[config.mk]
export PLATFORM = sky130hd
export DESIGN_NAME = bc_game_ctrl
export DESIGN_NICKNAME = d
export VERILOG_FILES = /design/src/rtl/bc_game_ctrl.sv
export SDC_FILE = /design/constraint.sdc
export NUM_CORES = 1
export LEC_CHECK = 0
export BUFFER_PORTS_ARGS = -buffer_cell sky130_fd_sc_hd__clkbuf_2
export CORE_ASPECT_RATIO = 0.6
export CORE_MARGIN = 2
export CORE_UTILIZATION = 50
export CTS_CLUSTER_DIAMETER = 40
export DETAILED_ROUTE_END_ITERATION = 6
export GPL_TIMING_DRIVEN = 0
export PLACE_DENSITY_LB_ADDON = 0.1
export SYNTH_ARGS = -nofsm -noshare
export SYNTH_HDL_FRONTEND = slang
export SYNTH_SLANG_ARGS = --single-unit
export TNS_END_PERCENT = 100
[constraint.sdc]
create_clock -name clk -period 3.82 [get_ports clk]
set_input_delay 0 -clock clk [delete_from_list [all_inputs] [get_ports clk]]
set_output_delay 0 -clock clk [all_outputs]
set_load 0.01 [all_outputs]
[src/rtl/bc_game_ctrl.sv]
// bc_game_ctrl: bulls-and-cows sequencer feeding the digit comparator.
// Optional BC_UNIQUE_DIGITS_EN rejects repeated digits within a group.
module bc_game_ctrl #(
  parameter int MAX_TRIES = 8
) (
  input  logic       clk,
  input  logic       rst,
  input  logic       new_game,
  input  logic [2:0] digit_in,
  input  logic       digit_valid,
  output logic [2:0] secret_a,
  output logic [2:0] secret_b,
  output logic [2:0] secret_c,
  output logic [2:0] secret_d,
  output logic [2:0] guess_a,
  output logic [2:0] guess_b,
  output logic [2:0] guess_c,
  output logic [2:0] guess_d,
  output logic       cmp_save,
  input  logic [3:0] bulls,
  input  logic [3:0] cows,
  output logic [2:0] bull_cnt,
  output logic [2:0] cow_cnt,
  output logic [3:0] tries,
  output logic       result_valid,
  output logic       win,
  output logic       lose,
  output logic       entering_secret,
  output logic       err
);

  typedef enum logic [2:0] {
    IDLE, LOAD, GUESS, EVAL, RESULT, DONE
  } state_t;

  state_t state, state_nx;

  logic [3:0][2:0] sec_q;
  logic [3:0][2:0] gss_q;
  logic [1:0]      idx;
  logic            entry;
  logic            dup;
  logic            accept;
  logic            reject;

  function automatic logic [2:0] cnt4(input logic [3:0] b);
    return 3'(b[0]) + 3'(b[1]) + 3'(b[2]) + 3'(b[3]);
  endfunction

  assign entry  = (state == LOAD) || (state == GUESS);
  assign accept = digit_valid && entry && !new_game && !dup;
  assign reject = digit_valid && entry && !new_game && dup;

`ifdef BC_UNIQUE_DIGITS_EN
  logic [3:0][2:0] grp;
  assign grp = (state == LOAD) ? sec_q : gss_q;

  // Flag a digit already present in the positions filled so far.
  always_comb begin
    dup = 1'b0;
    for (int i = 0; i < 4; i++) begin
      if ((2'(i) < idx) && (grp[i] == digit_in)) dup = 1'b1;
    end
  end
`else
  assign dup = 1'b0;
`endif

  // Next-state decode; new_game overrides everything.
  always_comb begin
    state_nx = state;
    unique case (state)
      IDLE:   state_nx = IDLE;
      LOAD:   if (accept && idx == 2'd3) state_nx = GUESS;
      GUESS:  if (accept && idx == 2'd3) state_nx = EVAL;
      EVAL:   state_nx = RESULT;
      RESULT: begin
        if (bull_cnt == 3'd4)              state_nx = DONE;
        else if (tries == 4'(MAX_TRIES))   state_nx = DONE;
        else                               state_nx = GUESS;
      end
      DONE:   state_nx = DONE;
      default: state_nx = IDLE;
    endcase
    if (new_game) state_nx = LOAD;
  end

  // State register.
  always_ff @(posedge clk) begin
    if (rst) state <= IDLE;
    else     state <= state_nx;
  end

  // Digit capture, count reduction, try tracking and win/lose flags.
  always_ff @(posedge clk) begin
    if (rst || new_game) begin
      sec_q    <= '0;
      gss_q    <= '0;
      idx      <= 2'd0;
      bull_cnt <= 3'd0;
      cow_cnt  <= 3'd0;
      tries    <= 4'd0;
      win      <= 1'b0;
      lose     <= 1'b0;
      err      <= 1'b0;
    end else begin
      err <= reject;
      if (accept) begin
        if (state == LOAD) sec_q[idx] <= digit_in;
        else               gss_q[idx] <= digit_in;
        idx <= idx + 2'd1;
      end
      if (state == EVAL) begin
        bull_cnt <= cnt4(bulls);
        cow_cnt  <= cnt4(cows & ~bulls);
        tries    <= tries + 4'd1;
      end
      if (state == RESULT) begin
        if (bull_cnt == 3'd4)            win  <= 1'b1;
        else if (tries == 4'(MAX_TRIES)) lose <= 1'b1;
      end
    end
  end

  assign secret_a = sec_q[0];
  assign secret_b = sec_q[1];
  assign secret_c = sec_q[2];
  assign secret_d = sec_q[3];
  assign guess_a  = gss_q[0];
  assign guess_b  = gss_q[1];
  assign guess_c  = gss_q[2];
  assign guess_d  = gss_q[3];

  assign cmp_save        = (state != EVAL);
  assign entering_secret = (state == LOAD);
  assign result_valid    = (state == RESULT);

endmodule
==> impl_metrics.yaml, run 1 <==
synthesis:
  ys.warnings.count: 0
  netlist_area_um2: 1843
  synthDistinctLibCells: 29
  syn_avg_cell_area_um2: 9.124
  ys_async_sr_fraction_pct: 0
  yosysSeqAreaShare_pct: 44.53
  ys_ff_latch: 41
  synth_top_flop_cell: "dfxtp_1"
  synth_edf_count: 0
  synthCells: 202
  synth_nets: 229
global_routing:
  grt_util_all_layers_pct: 20.70
  grt_pass1_vias: 1318
  grt_pass1_wl_um: 6403
  grt_max_degree: 12
  overflow: 0
  antenna_found_initial: 0
floorplan:
  core_um2: 3595
  initial_core_util_pct: 51.27
  dieArea_um2: 4203
  rows: 17
  dieHeight_um: 51.03
  ios: 55
  die_w_um: 82.38
critical_path:
  cp_slowest_stage_delay_ns: 0.57
  worst-r2r-setup-slack_ns: 1.96
  critical_path_class: "register to register"
  end_kind: "register"
  cp_slowest_cell: "dlygate4sd3_1"
  crit_arrival_ns: 2.03
  required_ns: 4.00
  crit_chain: "inv_1 > ha_1 > and3b_1 > o21ai_0 > a31oi_1 > dlygate4sd3_1"
  cp_max_fo: 5
  crit_path_start: "tries[0]"
  rr_worst_depth: 6
  cp-start-kind: "register"
  timing.rr.start: "tries[0]"
  crit_buf_inv: 2
  cp_top_family: "buffers and inverters"
  reg2reg_to: "state[0]"
cts:
  path_clk_slew_ns: 0.07
  clockBufferDepth: 2
  cts_sinks: 41
  cts_resized: 0
  root_buffer: "clkbuf_8"
  clk_latency_ns: 0.29
  numCtsBuffers: 5
  cts_tree: "yes"
  h-tree-depth: 2
hold_path:
  hold_class: "input pin to register"
  holdPathEnd: "bull_cnt[0]"
  min_path_cells: 4
  min_from: "bulls[2]"
route:
  viasPerCell: 4.929
  drt_iter0_markers: 65
  wl_um: 3996
  vias: 1533
  drt_first_pass_iters: 4
  wl_per_cell_um: 12.85
  drc: 0
  ant_nets: 0
layout:
  finalNetCount: 291
  fill_cells: 332
  syn_to_final_growth_pct: 23.35
  stdcell_count: 311
  diodes: 0
  drive_above_1_share_pct: 25.38
placement:
  gp_congestion: 0.8054
  hpwlAfterDp_um: 3001
  io_buffers: 53
  placed_cells: 302
sta:
  min_period_over_period_pct: 48.56
  hold_viol: 0
  fmax_mhz: 539.0
  slew-limit-headroom_pct: 59.56
  tightestPinTransition_ns: 0.6043
  final_max_slew_viol_count: 0
  clock-skew-final_ns: 0.002397
  min_period_ns: 1.855
  grt_setup_unrepaired: "false"
  final-setup-viol-count: 0
  tns_ns: 0
power:
  p_leak_nw: 1.145
  intPower_w: 0.0005915
  p_switching_w: 0.0001733
  p_comb_share_pct: 6.4
  p_clk_share_pct: 37.4
  ir_drop_uv: 191.5
  p_sw_share_pct: 22.65
  power_density_nw_per_um2: 336.4
  pwr-share-seq_pct: 56.2
status:
  status: "finished clean"
run:
  drv_cap: 0
## power by group through the flow
stage / clock network (W) / registers [W] / logic, W
2_1_floorplan: 0 / 0.000440 / 0.0000291
3_3_place_gp: 0 / 0.000440 / 0.0000467
3_5_place_dp: 0 / 0.000440 / 0.0000466
4_1_cts: 0.000293 / 0.000430 / 0.0000488
5_1_grt: 0.000309 / 0.000430 / 0.0000562
6_report: 0.000286 / 0.000430 / 0.0000489
## worst register-to-register path, delay by kind of cell, from the launching register on
kind,cells,cell delay (ns)
AOI/OAI and AO/OA,2,0.28
adders and majority gates,1,0.20
buffers and inverters,2,0.65
DFF,1,0.40
and+or+nand+nor,1,0.21
## Yosys cell counts (all sizes together), types with 3 or more instances
cell type / count / area share (%)
o21ai: 5 / 1.4
a21oi: 14 / 3.8
nand2: 46 / 9.4
dfxtp: 41 / 45
nor3b: 3 / 1.5
ha: 10 / 6.8
inv: 14 / 2.9
clkbuf: 4 / 0.81
buf: 3 / 1.3
mux2i: 25 / 14
or3: 3 / 1.0
nor2: 3 / 0.61
nand3b: 3 / 1.2
nor2b: 3 / 1.0
a31oi: 3 / 1.0
or3b: 3 / 1.4
nand3: 9 / 2.4
## logic make-up after synthesis
logic type      share of synthesized area [%]
buf+inv                                 4.955
mux                                     13.58
fa+ha+maj                               8.961
xor+xnor                               0.4753
flops                                   44.54
simple gates                            20.71
compound gates                          6.585
other cells                            0.2035
## final cells by class
cell class / instances / area (um2) / share of cell area, %
inverter: 14 / 52.55 / 2.312
sequential: 41 / 820.8 / 36.10
buffer: 7 / 38.79 / 1.706
tap: 47 / 58.81 / 2.587
clock buffer: 7 / 86.33 / 3.797
timing repair buffer: 55 / 285.3 / 12.55
multi-input combinational: 140 / 930.9 / 40.95
## how the worst max path moves through the flow
stage,end,cells after the start
global route,state[0],6
CTS,state[0],6
finish,state[0],6
global placement,cow_cnt[1],9
floorplan,cow_cnt[1],8
detailed placement,cow_cnt[1],9
## layer usage
layer	GRT usage (%)	routed length, um	vias to the layer above
li1	-	-	797
met1	31.89	2216	690
met2	27.69	1490	44
met3	6.184	265	2
met4	5.000	23	0
met5	0	0	-
## sequential cells by signal, indices dropped and copies added (netlist names)
signal and cells:
lose 1, guess_d 3, secret_d 3, guess_b 3, secret_a 3, secret_b 3, guess_c 3, cow_cnt 3
guess_a 3, secret_c 3, bull_cnt 3, tries 4, idx 2, win 1, state 3
## cell usage in the layout, fill, tap and decap left out, types with 2 or more instances in the layout
| master | instances |
|---|---|
| clkbuf_2 | 53 |
| nand2_1 | 46 |
| dfxtp_1 | 41 |
| mux2i_1 | 25 |
| a21oi_1 | 14 |
| inv_1 | 13 |
| ha_1 | 10 |
| nand3_1 | 9 |
| clkbuf_8 | 6 |
| clkbuf_1 | 5 |
| o21ai_0 | 5 |
| nor2b_1 | 3 |
| nor2_1 | 3 |
| nand3b_1 | 3 |
| a31oi_1 | 3 |
| or3_1 | 3 |
| and3b_1 | 2 |
| nor3b_1 | 2 |
| and2b_1 | 2 |
| or3b_2 | 2 |
| fa_1 | 2 |
| dlygate4sd3_1 | 2 |
## through the flow
stage	hold WS, ns	util (%)	setup WS, ns	cell area, um2	total power, W
2_1_floorplan	0.06941	-	2.447	1843	0.0004689
3_3_place_gp	0.2045	60.29	2.277	2167	0.0004867
3_5_place_dp	0.2005	60.29	2.283	2167	0.0004867
4_1_cts	0.1204	63.24	1.983	2273	0.0007716
5_1_grt	0.1719	63.24	1.861	2273	0.0007951
6_report	0.1218	63.24	1.965	2273	0.0007648
## what timing repair did
action | in CTS | in global routing
hold buffers | 2 | 0
endpoints found under the hold margin | 1 | 0
setup buffers | 0 | 0
Power figures use the tool's default switching activity.
==> run 2, diff against run 1 <==
Settings changed: ABC_AREA set to 1.
Clock period 3.82 ns to 1.71 ns, I/O delays scaled along.
==> run 2 against run 1 <==
Net effect:
- clock skew increased by 0.0053 ns
- clock power grew 100%
- synthesized cell count increased by 14%
- critical path depth is 3 higher
- die area decreased by 0.31%
- critical endpoint is now cow_cnt[1]
- largest power group unchanged
==> impl_metrics.yaml, run 2 <==
synthesis:
  ys_ff_latch: 41
  synth.most_common_cell: "dfxtp_1"
  synthDistinctLibCells: 22
  synth_compound_area_share_pct: 18.73
  synth.area.top_cells: "dfxtp_1, o21ai_0, a21oi_1, inv_1, ha_1"
  synth_edf_count: 0
  netlist_area_um2: 1837
  synth_top_flop_cell: "dfxtp_1"
  synth_top_family_by_area: "compound AO/OA/AOI/OAI gates"
  ys_async_sr_fraction_pct: 0
  synth_top_area_share_pct: 44.69
  synthAdderAreaFrac_pct: 8.992
  synth_area_leader_cell: "dfxtp_1"
  synthTopCellsByCount: "dfxtp_1, inv_1, o21ai_0"
  synthMuxAreaShare_pct: 0
  synth_nets: 258
  synthCells: 231
  yosysSeqAreaShare_pct: 44.69
  yosys.area_share.xor_xnor_pct: 0
  yosys.area_share.simple_pct: 16.55
  syn_avg_cell_area_um2: 7.951
  ys.warnings.count: 0
sta:
  min_period_ns: 1.354
  hold_viol: 0
  grt_setup_unrepaired: "false"
  setup_ws_ns: 0.3556
  min_period_over_period_pct: 79.20
  tns_ns: 0
  final-setup-viol-count: 0
  fmax_mhz: 738.4
  clock-skew-final_ns: 0.007704
  final_max_slew_viol_count: 0
power:
  ir_drop_uv: 453.5
  power_density_nw_per_um2: 759.0
  p_leak_nw: 0.9896
floorplan:
  ios: 55
  rows: 16
  core_um2: 3383
  die_w_um: 82.25
  initial_core_util_pct: 54.29
  dieHeight_um: 50.95
  dieArea_um2: 4190
global_routing:
  antenna_found_initial: 0
  grt_pass1_wl_um: 6141
  grt_max_degree: 12
  grt_pass1_vias: 1374
  grt_util_all_layers_pct: 19.84
  overflow: 0
cts:
  numCtsBuffers: 5
  path_clk_slew_ns: 0.07
  cts_tree: "yes"
  clk_latency_ns: 0.29
  root_buffer: "clkbuf_8"
  clockBufferDepth: 2
  cts_resized: 0
  cts_sinks: 41
  h-tree-depth: 2
placement:
  placedInstanceArea_um2: 2158
  io_buffers: 53
  hpwlAfterDp_um: 2849
  place_worst_setup_slack_ns: 0.04286
  placed_cells: 329
  gp_congestion: 0.8063
route:
  drt_first_pass_iters: 4
  drc: 0
  vias: 1584
  viasPerCell: 4.714
  ant_nets: 0
  wl_per_cell_um: 11.47
  drt_iter0_markers: 72
  wl_um: 3854
critical_path:
  crit_arrival_ns: 1.54
  end_kind: "register"
  cp-start-kind: "input pin"
  cp_slowest_cell: "fa_1"
  crit_buf_inv: 3
  cp_slowest_stage_delay_ns: 0.53
  cp_top_family: "adder cells"
  critical_path_class: "input pin to register"
  crit_chain: "clkbuf_2 > inv_1 > nand2_1 > fa_1 > inv_1 > ha_1 > ha_1 > o21ai_0 > nor2_1"
  cp_max_fo: 2
  required_ns: 1.89
layout:
  fill_cells: 313
  final_common_cell: "clkbuf_2"
  syn_to_final_growth_pct: 22.07
  final_util_pct: 66.27
  layout_common_cells: "clkbuf_2, dfxtp_1, inv_1"
  top_register: "tries"
  drive_above_1_share_pct: 27.49
  finalNetCount: 319
  post-route-cell-area_um2: 2242
  largest_reg_flops: 4
  stdcell_count: 336
  diodes: 0
hold_path:
  hold_class: "input pin to register"
status:
  status: "finished clean"
run:
  drv_cap: 0
[run 2: cell count changes in the layout (fill, tap and decap cells not counted), sizes merged, moves of 5 or more]
cell,before,now
nor2,3,28
clkbuf,64,59
o21ai,5,36
a21oi,14,30
nand2,46,16
nand3,9,14
inv,14,44
mux2i,25,0
[run 2: final timing paths]
kind / depth (start not counted) / slack, ns / end / startpoint
setup / recovery: 9 / 0.36 / cow_cnt[1] / bulls[0]
hold / removal: 3 / 0.09 / guess_d[2] / digit_in[2]
setup reg to reg: 4 / 0.43 / cow_cnt[2] / state[1]
hold reg to reg: 2 / 0.44 / secret_c[0] / secret_c[0]
[run 2: area by class of cell]
cell class                      count  area, um2  area share (%)
Tap cell                           45      56.30           2.511
Sequential cell                    41      820.8           36.61
Clock inverter                      1      5.005          0.2232
Multi-Input combinational cell    140      817.0           36.44
Inverter                           44      165.2           7.366
Buffer                              6      33.78           1.507
Timing Repair Buffer               54      275.3           12.28
Clock buffer                        5      68.82           3.069
[run 2: worst reg2reg max path, stage by stage (launching register included)]
cell     delay (ns)
dfxtp_1        0.43
nand3_1        0.21
buf_2          0.24
o21ai_0        0.23
nor2_1         0.06
[run 2: cells by family (layout without fill, tap and decap cells)]
| kind of cell | after synthesis | count (layout) |
|---|---|---|
| simple gates | 59 | 59 |
| buf+inv | 50 | 110 |
| compound gates | 68 | 68 |
| fa+ha+maj | 12 | 12 |
| flops | 41 | 41 |
| other cells | 1 | 1 |
[run 2: per-stage QoR]
| step | total power [W] | hold slack (ns) |
|---|---|---|
| final | 0.001702 | 0.08951 |
| after global routing | 0.001784 | 0.09551 |
| after CTS | 0.001718 | 0.07351 |
| after detailed placement | 0.001147 | 0.2087 |
| after global placement | 0.001146 | 0.2053 |
| after floorplan | 0.001093 | 0.06907 |
[run 2: report_power, final]
part           internal [W]  total, W  switching [W]
clock              0.000268  0.000574       0.000305
sequential         0.000962  0.000970     0.00000761
combinational     0.0000588  0.000158      0.0000994
[run 2: metal layers]
| layer | part of all wire [%] | track usage (%) |
|---|---|---|
| met2 | 37 | 27.15 |
| met4 | 1.0 | 7.500 |
| met3 | 6.1 | 6.007 |
| met5 | 0 | 0 |
| met1 | 55 | 28.92 |
[run 2: timing repair]
item                                   4_1_cts  5_1_grt
setup buffers                                0        0
endpoints found under the hold margin        1        0
hold buffers                                 1        0
==> run 3, diff against run 2 <==
Settings changed: ABC_AREA 1 to 0.
Clock period 1.71 ns to 1.4 ns, I/O delays scaled along.
==> run 3 against run 2 <==
Net effect:
- clock skew fell by 0.0053 ns
- clock-buffer cell count increased by 2
- via count decreased by 1.6%
- routed wire length is 6.2% higher
- combinational power shrank 13%
- first-iteration DRC count fell by 6.9%
- worst setup slack got worse by 0.33 ns
- total power is 23% higher
- register-to-register slack worse by 0.40 ns
- critical path type is now register to register
- design area up 4.0%
==> impl_metrics.yaml, run 3 (synthesized netlist as in run 1, its figures left out) <==
status:
  status: "finished clean"
global_routing:
  overflow: 0
  grt_pass1_vias: 1318
  grt_util_all_layers_pct: 20.85
  grt_max_degree: 12
  grt_pass1_wl_um: 6423
  antenna_found_initial: 0
route:
  top_layer: "met4"
  wl_per_cell_um: 13.12
  wl_um: 4094
  viasPerCell: 4.997
  wl_met3_um: 293
  drt_iter0_markers: 67
  drc: 0
  wl_met1_um: 2124
  vias: 1559
  drt_first_pass_iters: 4
  ant_nets: 0
  route.met2.wl_um: 1651
floorplan:
  rows: 17
  dieHeight_um: 51.03
  ios: 55
  die_w_um: 82.38
  core_um2: 3595
  initial_core_util_pct: 51.27
  dieArea_um2: 4203
sta:
  hold_viol: 0
  final-setup-viol-count: 0
  fmax_mhz: 727.3
  clock-skew-final_ns: 0.002394
  final_max_slew_viol_count: 0
  setup_ws_ns: 0.02513
  min_period_ns: 1.375
  slew-limit-headroom_pct: 63.08
  min_period_over_period_pct: 98.20
  tightestPinTransition_ns: 0.5517
  fin_hold_ws_ns: 0.1245
layout:
  seqCellArea_um2: 830.8
  final_common_cell: "clkbuf_2"
  diodes: 0
  layout_common_cells: "clkbuf_2, nand2_1, dfxtp_1"
  drive_above_1_share_pct: 28.68
  syn_to_final_growth_pct: 26.48
  finalNetCount: 292
  top_register: "tries"
  post-route-cell-area_um2: 2331
  fill_cells: 321
  multi_input_area_um2: 952.2
  largest_reg_flops: 4
critical_path:
  cp_top_family: "simple AND/OR/NAND/NOR gates"
  crit_arrival_ns: 1.59
  cp_slowest_cell: "or3b_4"
  cp-start-kind: "register"
  end_kind: "register"
  crit_buf_inv: 0
  critical_path_class: "register to register"
  cp_slowest_stage_delay_ns: 0.41
  required_ns: 1.62
  crit_chain: "or3b_4 > or3_1 > a21oi_1"
  cp_max_fo: 8
cts:
  cts_tree: "yes"
  clk_latency_ns: 0.29
  path_clk_slew_ns: 0.07
  numCtsBuffers: 5
  cts_sinks: 41
  clockBufferDepth: 2
  root_buffer: "clkbuf_8"
  h-tree-depth: 2
power:
  ir_drop_uv: 511.3
  p_leak_nw: 1.165
  power_density_nw_per_um2: 895.8
run:
  drv_cap: 0
placement:
  io_buffers: 53
  gp_congestion: 0.8054
  hpwlAfterDp_um: 3001
  placedInstanceArea_um2: 2167
  place_worst_setup_slack_ns: -0.1366
hold_path:
  hold_class: "input pin to register"
==> run 3: worst reg2reg max path, stage by stage, from the launching register on <==
cell and delay, ns:
dfxtp_4 0.38, or3b_4 0.41, or3_1 0.36, a21oi_1 0.15
==> run 3: metal layers <==
layer / track usage (%) / vias up
li1: - / 796
met4: 5.000 / 0
met1: 32.00 / 710
met5: 0 / -
met3: 6.184 / 3
met2: 28.09 / 50
==> run 3: through the flow <==
step / util [%] / std cells / setup TNS [ns] / total power, W
floorplan: - / 202 / 0 / 0.001279
global placement: 60.29 / 302 / -0.8196 / 0.001328
detailed placement: 60.29 / 302 / -1.403 / 0.001328
CTS: 63.84 / 311 / 0 / 0.002106
global route: 64.85 / 312 / -0.004335 / 0.002171
finish: 64.85 / 312 / 0 / 0.002088
==> run 3: what timing repair did <==
item,in CTS,in global routing
setup buffers,0,1
pin swaps,0,2
gates resized for setup,8,5
hold buffers,2,0
setup endpoints to repair,28,9
hold endpoints to repair,1,0
==> run 3: report_power, final <==
group / internal (W) / leakage [nW] / switching [W]
Clock: 0.000391 / 0.0443 / 0.000389
Combinational: 0.0000570 / 0.788 / 0.0000807
Sequential: 0.00117 / 0.333 / 0.00000512
==> run 3: final timing paths <==
kind,slack [ns],to,from,cells after the start
worst max-delay path,0.03,idx[0],state[2],3
worst min-delay path,0.12,bull_cnt[0],bulls[2],4
worst min register to register,0.46,cow_cnt[1],cow_cnt[1],2
worst max register to register,0.03,idx[0],state[2],3
==> run 3: area by class of cell <==
class	instances	share of cell area [%]
Sequential cell	41	35.64
Tap cell	47	2.523
Inverter	14	2.254
Clock buffer	7	3.704
Buffer	7	1.932
Timing Repair Buffer	56	13.10
Multi-Input combinational cell	140	40.85
